<file path="config.mk">
export PLATFORM = sky130hd
export DESIGN_NAME = mix_columns_seq_flat
export DESIGN_NICKNAME = d
export VERILOG_FILES = /design/src/rtl/mix_columns_seq_if.sv /design/src/rtl/mix_columns_seq.sv /design/src/flat_wrapper.sv
export SDC_FILE = /design/constraint.sdc
export NUM_CORES = 1
export LEC_CHECK = 0
export CAP_MARGIN = 20
export CORE_AREA = 2 2 147 149
export CTS_CLUSTER_SIZE = 14
export DETAILED_ROUTE_END_ITERATION = 16
export DIE_AREA = 0 0 149 151
export GPL_TIMING_DRIVEN = 0
export PLACE_DENSITY_LB_ADDON = 0.25
export SLEW_MARGIN = 20
export SYNTH_ARGS = -nofsm -noshare
export SYNTH_HDL_FRONTEND = slang
export SYNTH_SLANG_ARGS = --single-unit
</file>
<file path="constraint.sdc">
create_clock -name clock -period 3.9 [get_ports clock]
set_input_delay 0.78 -clock clock [delete_from_list [all_inputs] [get_ports clock]]
set_output_delay 0.78 -clock clock [all_outputs]
set_load 0.005 [all_outputs]
</file>
<file path="src/rtl/mix_columns_seq_if.sv">
// rtl/mix_columns_seq_if.sv - handshake bundle for mix_columns_seq; carries `inverse` only under INV_MIX_EN
interface mix_columns_seq_if;
    logic         inValid;
    logic         inReady;
    logic [127:0] inputData;
    logic         skipMix;
`ifdef INV_MIX_EN
    logic         inverse;
`endif
    logic         outValid;
    logic         outReady;
    logic [127:0] outputData;

`ifdef INV_MIX_EN
    modport master (output inValid, inputData, skipMix, inverse, outReady,
                    input  inReady, outValid, outputData);
    modport slave  (input  inValid, inputData, skipMix, inverse, outReady,
                    output inReady, outValid, outputData);
`else
    modport master (output inValid, inputData, skipMix, outReady,
                    input  inReady, outValid, outputData);
    modport slave  (input  inValid, inputData, skipMix, outReady,
                    output inReady, outValid, outputData);
`endif
endinterface

</file>
<file path="src/rtl/mix_columns_seq.sv">
// rtl/mix_columns_seq.sv - sequential AES MixColumns, COLS_PER_CYCLE columns per clock; INV_MIX_EN adds InvMixColumns
module mix_columns_seq #(
    parameter int COLS_PER_CYCLE = 1
) (
    input  logic             clock,
    input  logic             reset,
    mix_columns_seq_if.slave bus
);
    localparam logic [1:0] COL_STEP = 2'(COLS_PER_CYCLE);
    localparam logic [1:0] LAST_COL = 2'(4 - COLS_PER_CYCLE);
    localparam bit         ONE_PASS = (COLS_PER_CYCLE == 4);

    generate
        if (COLS_PER_CYCLE != 1 && COLS_PER_CYCLE != 2 && COLS_PER_CYCLE != 4) begin : gBadCols
            $error("mix_columns_seq: COLS_PER_CYCLE must be 1, 2 or 4");
        end
    endgenerate

    function automatic logic [7:0] xtime(input logic [7:0] b);
        return {b[6:0], 1'b0} ^ (b[7] ? 8'h1B : 8'h00);
    endfunction

    function automatic logic [31:0] mixFwd(input logic [31:0] c);
        logic [7:0] s [4];
        logic [7:0] d [4];
        for (int i = 0; i < 4; i++) begin
            s[i] = c[31-8*i -: 8];
            d[i] = xtime(s[i]);
        end
        return {d[0] ^ d[1] ^ s[1] ^ s[2] ^ s[3],
                s[0] ^ d[1] ^ d[2] ^ s[2] ^ s[3],
                s[0] ^ s[1] ^ d[2] ^ d[3] ^ s[3],
                d[0] ^ s[0] ^ s[1] ^ s[2] ^ d[3]};
    endfunction

`ifdef INV_MIX_EN
    function automatic logic [31:0] mixInv(input logic [31:0] c);
        logic [7:0] s [4];
        logic [7:0] m9 [4];
        logic [7:0] mb [4];
        logic [7:0] md [4];
        logic [7:0] me [4];
        logic [7:0] x2, x4, x8;
        for (int i = 0; i < 4; i++) begin
            s[i]  = c[31-8*i -: 8];
            x2    = xtime(s[i]);
            x4    = xtime(x2);
            x8    = xtime(x4);
            m9[i] = x8 ^ s[i];
            mb[i] = x8 ^ x2 ^ s[i];
            md[i] = x8 ^ x4 ^ s[i];
            me[i] = x8 ^ x4 ^ x2;
        end
        return {me[0] ^ mb[1] ^ md[2] ^ m9[3],
                m9[0] ^ me[1] ^ mb[2] ^ md[3],
                md[0] ^ m9[1] ^ me[2] ^ mb[3],
                mb[0] ^ md[1] ^ m9[2] ^ me[3]};
    endfunction
`endif

    typedef enum logic [1:0] {IDLE, BUSY, DONE} stateT;

    stateT        state, stateNext;
    logic [1:0]   colCnt;
    logic [127:0] workReg;
    logic         skipReg;
`ifdef INV_MIX_EN
    logic         invReg;
    logic         useInv;
`endif
    logic         accept;
    logic         useSkip;
    logic [1:0]   grpBase;
    logic [1:0]   colIdx;
    logic [31:0]  col;
    logic [31:0]  mixed;
    logic [127:0] srcState;
    logic [127:0] workNext;

    assign bus.inReady    = (state == IDLE) || (state == DONE && bus.outReady);
    assign bus.outValid   = (state == DONE);
    assign bus.outputData = workReg;
    assign accept         = bus.inValid && bus.inReady;

    // The first group is mixed straight from inputData on the accept edge, so a
    // state spends 4/COLS_PER_CYCLE - 1 cycles in BUSY and DONE lands on time.
    always_comb begin
        srcState = (state == BUSY) ? workReg : bus.inputData;
        grpBase  = (state == BUSY) ? colCnt : 2'd0;
        useSkip  = (state == BUSY) ? skipReg : bus.skipMix;
`ifdef INV_MIX_EN
        useInv   = (state == BUSY) ? invReg : bus.inverse;
`endif
        workNext = srcState;
        colIdx   = grpBase;
        col      = '0;
        mixed    = '0;
        for (int g = 0; g < COLS_PER_CYCLE; g++) begin
            colIdx = grpBase + 2'(g);
            col    = srcState[127 - 32*int'(colIdx) -: 32];
`ifdef INV_MIX_EN
            if (useSkip)     mixed = col;
            else if (useInv) mixed = mixInv(col);
            else             mixed = mixFwd(col);
`else
            mixed  = useSkip ? col : mixFwd(col);
`endif
            workNext[127 - 32*int'(colIdx) -: 32] = mixed;
        end
    end

    always_comb begin
        stateNext = state;
        case (state)
            IDLE:    if (bus.inValid) stateNext = ONE_PASS ? DONE : BUSY;
            BUSY:    if (colCnt == LAST_COL) stateNext = DONE;
            DONE:    if (bus.outReady) stateNext = bus.inValid ? (ONE_PASS ? DONE : BUSY) : IDLE;
            default: stateNext = IDLE;
        endcase
    end

    always_ff @(posedge clock or negedge reset) begin
        if (!reset) begin
            state   <= IDLE;
            colCnt  <= 2'd0;
            workReg <= '0;
            skipReg <= 1'b0;
`ifdef INV_MIX_EN
            invReg  <= 1'b0;
`endif
        end else begin
            state <= stateNext;
            if (accept) begin
                workReg <= workNext;
                skipReg <= bus.skipMix;
`ifdef INV_MIX_EN
                invReg  <= bus.inverse;
`endif
                colCnt  <= COL_STEP;
            end else if (state == BUSY) begin
                workReg <= workNext;
                colCnt  <= colCnt + COL_STEP;
            end
        end
    end
endmodule
</file>
<file path="src/flat_wrapper.sv">
// flat-port wrapper written by rule: the top's interface ports become plain ports
module mix_columns_seq_flat 
#(
    parameter int COLS_PER_CYCLE = 1
)
  (clock, reset, bus_inValid, bus_inputData, bus_skipMix, bus_outReady, bus_inReady, bus_outValid, bus_outputData);
  mix_columns_seq_if bus_i ();
  input  logic clock;
  input  logic reset;
  input wire logic [$bits(bus_i.inValid)-1:0] bus_inValid;
  input wire logic [$bits(bus_i.inputData)-1:0] bus_inputData;
  input wire logic [$bits(bus_i.skipMix)-1:0] bus_skipMix;
  input wire logic [$bits(bus_i.outReady)-1:0] bus_outReady;
  output wire logic [$bits(bus_i.inReady)-1:0] bus_inReady;
  output wire logic [$bits(bus_i.outValid)-1:0] bus_outValid;
  output wire logic [$bits(bus_i.outputData)-1:0] bus_outputData;
  assign bus_i.inValid = bus_inValid;
  assign bus_i.inputData = bus_inputData;
  assign bus_i.skipMix = bus_skipMix;
  assign bus_i.outReady = bus_outReady;
  assign bus_inReady = bus_i.inReady;
  assign bus_outValid = bus_i.outValid;
  assign bus_outputData = bus_i.outputData;
  mix_columns_seq #(.COLS_PER_CYCLE(COLS_PER_CYCLE)) u_core (.clock(clock), .reset(reset), .bus(bus_i));
endmodule
</file>
==> impl_metrics.py <==
metrics = {
    "clock_tree": {
        "cts.clk_slew.worst_paths_ns": 0.07,
        "htreeDepth": 4,
        "cts_buffers": 17,
        "clockBufferDepth": 2,
        "clock_latency_ns": 0.44,
        "tritoncts": "yes",
        "cts_num_sinks": 133,
        "cts-root-buf": "clkbuf_16",
        "holdBufCountCts": 0,
    },
    "cells_and_area": {
        "area_growth_pct": 38.96,
        "drive_gt1_share_pct": 12.24,
        "design_area_sq_um": 12850,
        "fillers": 1825,
        "layout.nets": 1347,
    },
    "drt": {
        "ant_nets": 0,
        "wirelength_um": 44800,
        "dr_wl_met3_um": 5792,
        "dr_wl_met2_um": 19230,
        "viasPerCell": 6.753,
        "routed.top_layer": "met4",
        "dr.pass1.iters": 9,
        "avgRoutedWirePerCell_um": 29.85,
        "vias": 10137,
        "drc_errors": 0,
        "initialDrtViolationCount": 1188,
        "met1_length_um": 17100,
    },
    "placement": {
        "portBuffers": 262,
        "place_area_sq_um": 12240,
        "place_hpwl_um": 32160,
        "place_congestion": 0.9833,
    },
    "run_status": {
        "violations": "negative setup slack",
        "status": "complete, but fails checks",
    },
    "global_routing": {
        "grt_pass1_wl_um": 63770,
        "gr-total-overflow": 0,
        "first_global_vias": 9798,
        "track_usage_pct": 39.68,
        "grt_max_degree": 97,
        "antenna_found_initial": 0,
    },
    "floorplan": {
        "io-pin-count": 263,
        "die_w_um": 149,
        "die_y_um": 151,
        "initial_core_util_pct": 44.40,
        "design.die.area_sq_um": 22500,
        "row_count": 53,
        "core_sq_um": 20820,
    },
    "logic_synthesis": {
        "synth_mux_area_share_pct": 10.56,
        "synthCells": 931,
        "synthFlopType": "dfrtp_1",
        "yosys.cell_count.top_type": "dfrtp_1",
        "synth_common_cells": "dfrtp_1, o22ai_1, nand2_1",
        "synth-edff-count": 0,
        "synth_xor_area_share_pct": 10.88,
        "yosysTopAreaCell": "dfrtp_1",
        "synthSimpleGateAreaFrac_pct": 10.46,
        "syn_area_sq_um": 9245,
        "synth-seq-cells": 133,
        "ys_warn_count": 0,
        "synthArstFlopShare_pct": 100.0,
        "synth_area_leaders": "dfrtp_1, o22ai_1, xnor2_1, xnor3_1, a221oi_1",
        "synth_compound_area_share_pct": 27.43,
        "synth_top_family_by_area": "compound AO/OA/AOI/OAI gates",
        "ys_types": 81,
        "syn_nets": 1065,
        "syn_avg_cell_area_sq_um": 9.930,
        "yosysSeqAreaShare_pct": 36.00,
        "synth_top_area_share_pct": 36.00,
        "synth_adder_area_share_pct": 0.1353,
    },
    "critical_path": {
        "cp_max_fo": 10,
        "crit_type": "register to register",
        "crit_arrival_ns": 4.27,
        "crit_path_end_kind": "register",
        "critPathRequiredTime_ns": 4.23,
        "startpoint_type": "register",
    },
    "timing": {
        "fin_ws_ns": -0.03796,
        "report.final.slew_viol_count": 0,
        "tns_ns": -0.1040,
        "relSlewSlack_pct": 25.81,
        "fin_crit_sh_pct": 101.0,
        "clock-skew-final_ns": 0.01207,
        "fmaxAchievable_mhz": 253.9,
        "post-route-min-period_ns": 3.938,
        "worst_slew_pin_slew_ns": 1.113,
        "finalHoldViolations": 0,
        "final-setup-viol-count": 5,
        "rsz0062_at_grt": "yes",
    },
    "flow_run": {
        "drv_cap": 0,
    },
    "hold_path": {
        "hold_class": "input pin to async pin",
    },
}
per-stage QoR:
stage               setup slack, ns  util, %  hold WS [ns]  cells
finish                     -0.03796    61.70        0.2039   1501
global route               -0.03284    61.69        0.2225   1500
CTS                         0.03258    61.62        0.2182   1500
detailed placement          0.04402    58.80        0.5017   1469
global placement             -3.325    58.65        0.4777   1468
floorplan                     1.288        -        0.4844    931
worst paths after layout:
path,startpoint,end,slack [ns],cells past startpoint
worst min register to register,u_core.bus.outputData[115],u_core.bus.outputData[115],0.51,2
min in group clock,u_core.bus.outputData[115],u_core.bus.outputData[115],0.51,2
worst max-delay path,u_core.state[0],u_core.bus.outputData[13],-0.04,11
worst min-delay path,reset,u_core.bus.outputData[19],0.20,1
worst max register to register,u_core.state[0],u_core.bus.outputData[13],-0.04,11
max in group asynchronous,reset,u_core.bus.outputData[125],2.85,2
cells by family after synthesis:
logic type               count (synthesis)
adder cells (fa/ha/maj)                  1
AO/OA/AOI/OAI                          361
AND/OR/NAND/NOR                        205
flip-flops                             133
multiplexers                            69
XOR/XNOR                                82
buffers and inverters                   80
cell type report:
cell class	instances	area (sq um)	share of cell area, %
multi-input combinational	718	5512	42.90
sequential	133	3328	25.91
timing repair buffer	263	2655	20.67
clock buffer	18	439.2	3.418
buffer	71	385.4	3.000
tap	275	344.1	2.678
clock inverter	13	147.6	1.149
inverter	9	33.78	0.2630
antenna	1	2.502	0.01948
sequential cells by signal, indices dropped and copies added, names as in the netlist, named ones only:
signal,flops
u_core.skipReg,1
u_core.bus.outputData,124
u_core.colCnt,2
u_core.state,2
per-layer routing:
| metal | track usage, % | up-vias |
|---|---|---|
| met5 | 0 | - |
| met4 | 22.90 | 0 |
| met3 | 10.18 | 172 |
| met2 | 58.06 | 846 |
| met1 | 53.46 | 4940 |
| li1 | - | 4179 |
layout by cell type, fill, tap and decap left out, drive strengths merged, types with 9 or more instances in the layout:
| cell type | Yosys | final |
|---|---|---|
| a21oi | 60 | 60 |
| o22ai | 94 | 94 |
| a221oi | 37 | 37 |
| buf | 39 | 42 |
| xnor3 | 16 | 16 |
| mux2 | 23 | 23 |
| clkbuf | 32 | 49 |
| xnor2 | 48 | 48 |
| mux2i | 32 | 32 |
| dfrtp | 133 | 133 |
| nand2 | 73 | 73 |
| a22oi | 15 | 15 |
| o21ai | 48 | 48 |
| nor2 | 61 | 61 |
| mux4 | 14 | 14 |
| a31oi | 9 | 9 |
| or3 | 10 | 10 |
| a211oi | 17 | 17 |
| o2bb2ai | 9 | 9 |
| xor2 | 16 | 16 |
| nand3 | 18 | 18 |
| clkdlybuf4s50 | 0 | 261 |
| inv | 9 | 14 |
| nor3 | 9 | 9 |
what timing repair did:
item                       4_1_cts  5_1_grt
buffers inserted                 0        0
resized for setup                0        4
setup endpoints to repair        0       36
worst max-delay path, stage by stage, from the launching register on:
cell and delay (ns):
dfrtp_1 0.36, buf_4 0.16, nor2b_2 0.16, buf_6 0.18
buf_6 0.20, buf_4 0.22, buf_4 0.23, buf_2 0.23
a21oi_1 0.78, buf_1 0.78, o22ai_1 0.22, a221oi_1 0.27
Power of run 1 is left out: the tool's default activity adds up to more than one toggle a clock period on the data nets, which glitch-free logic cannot reach.
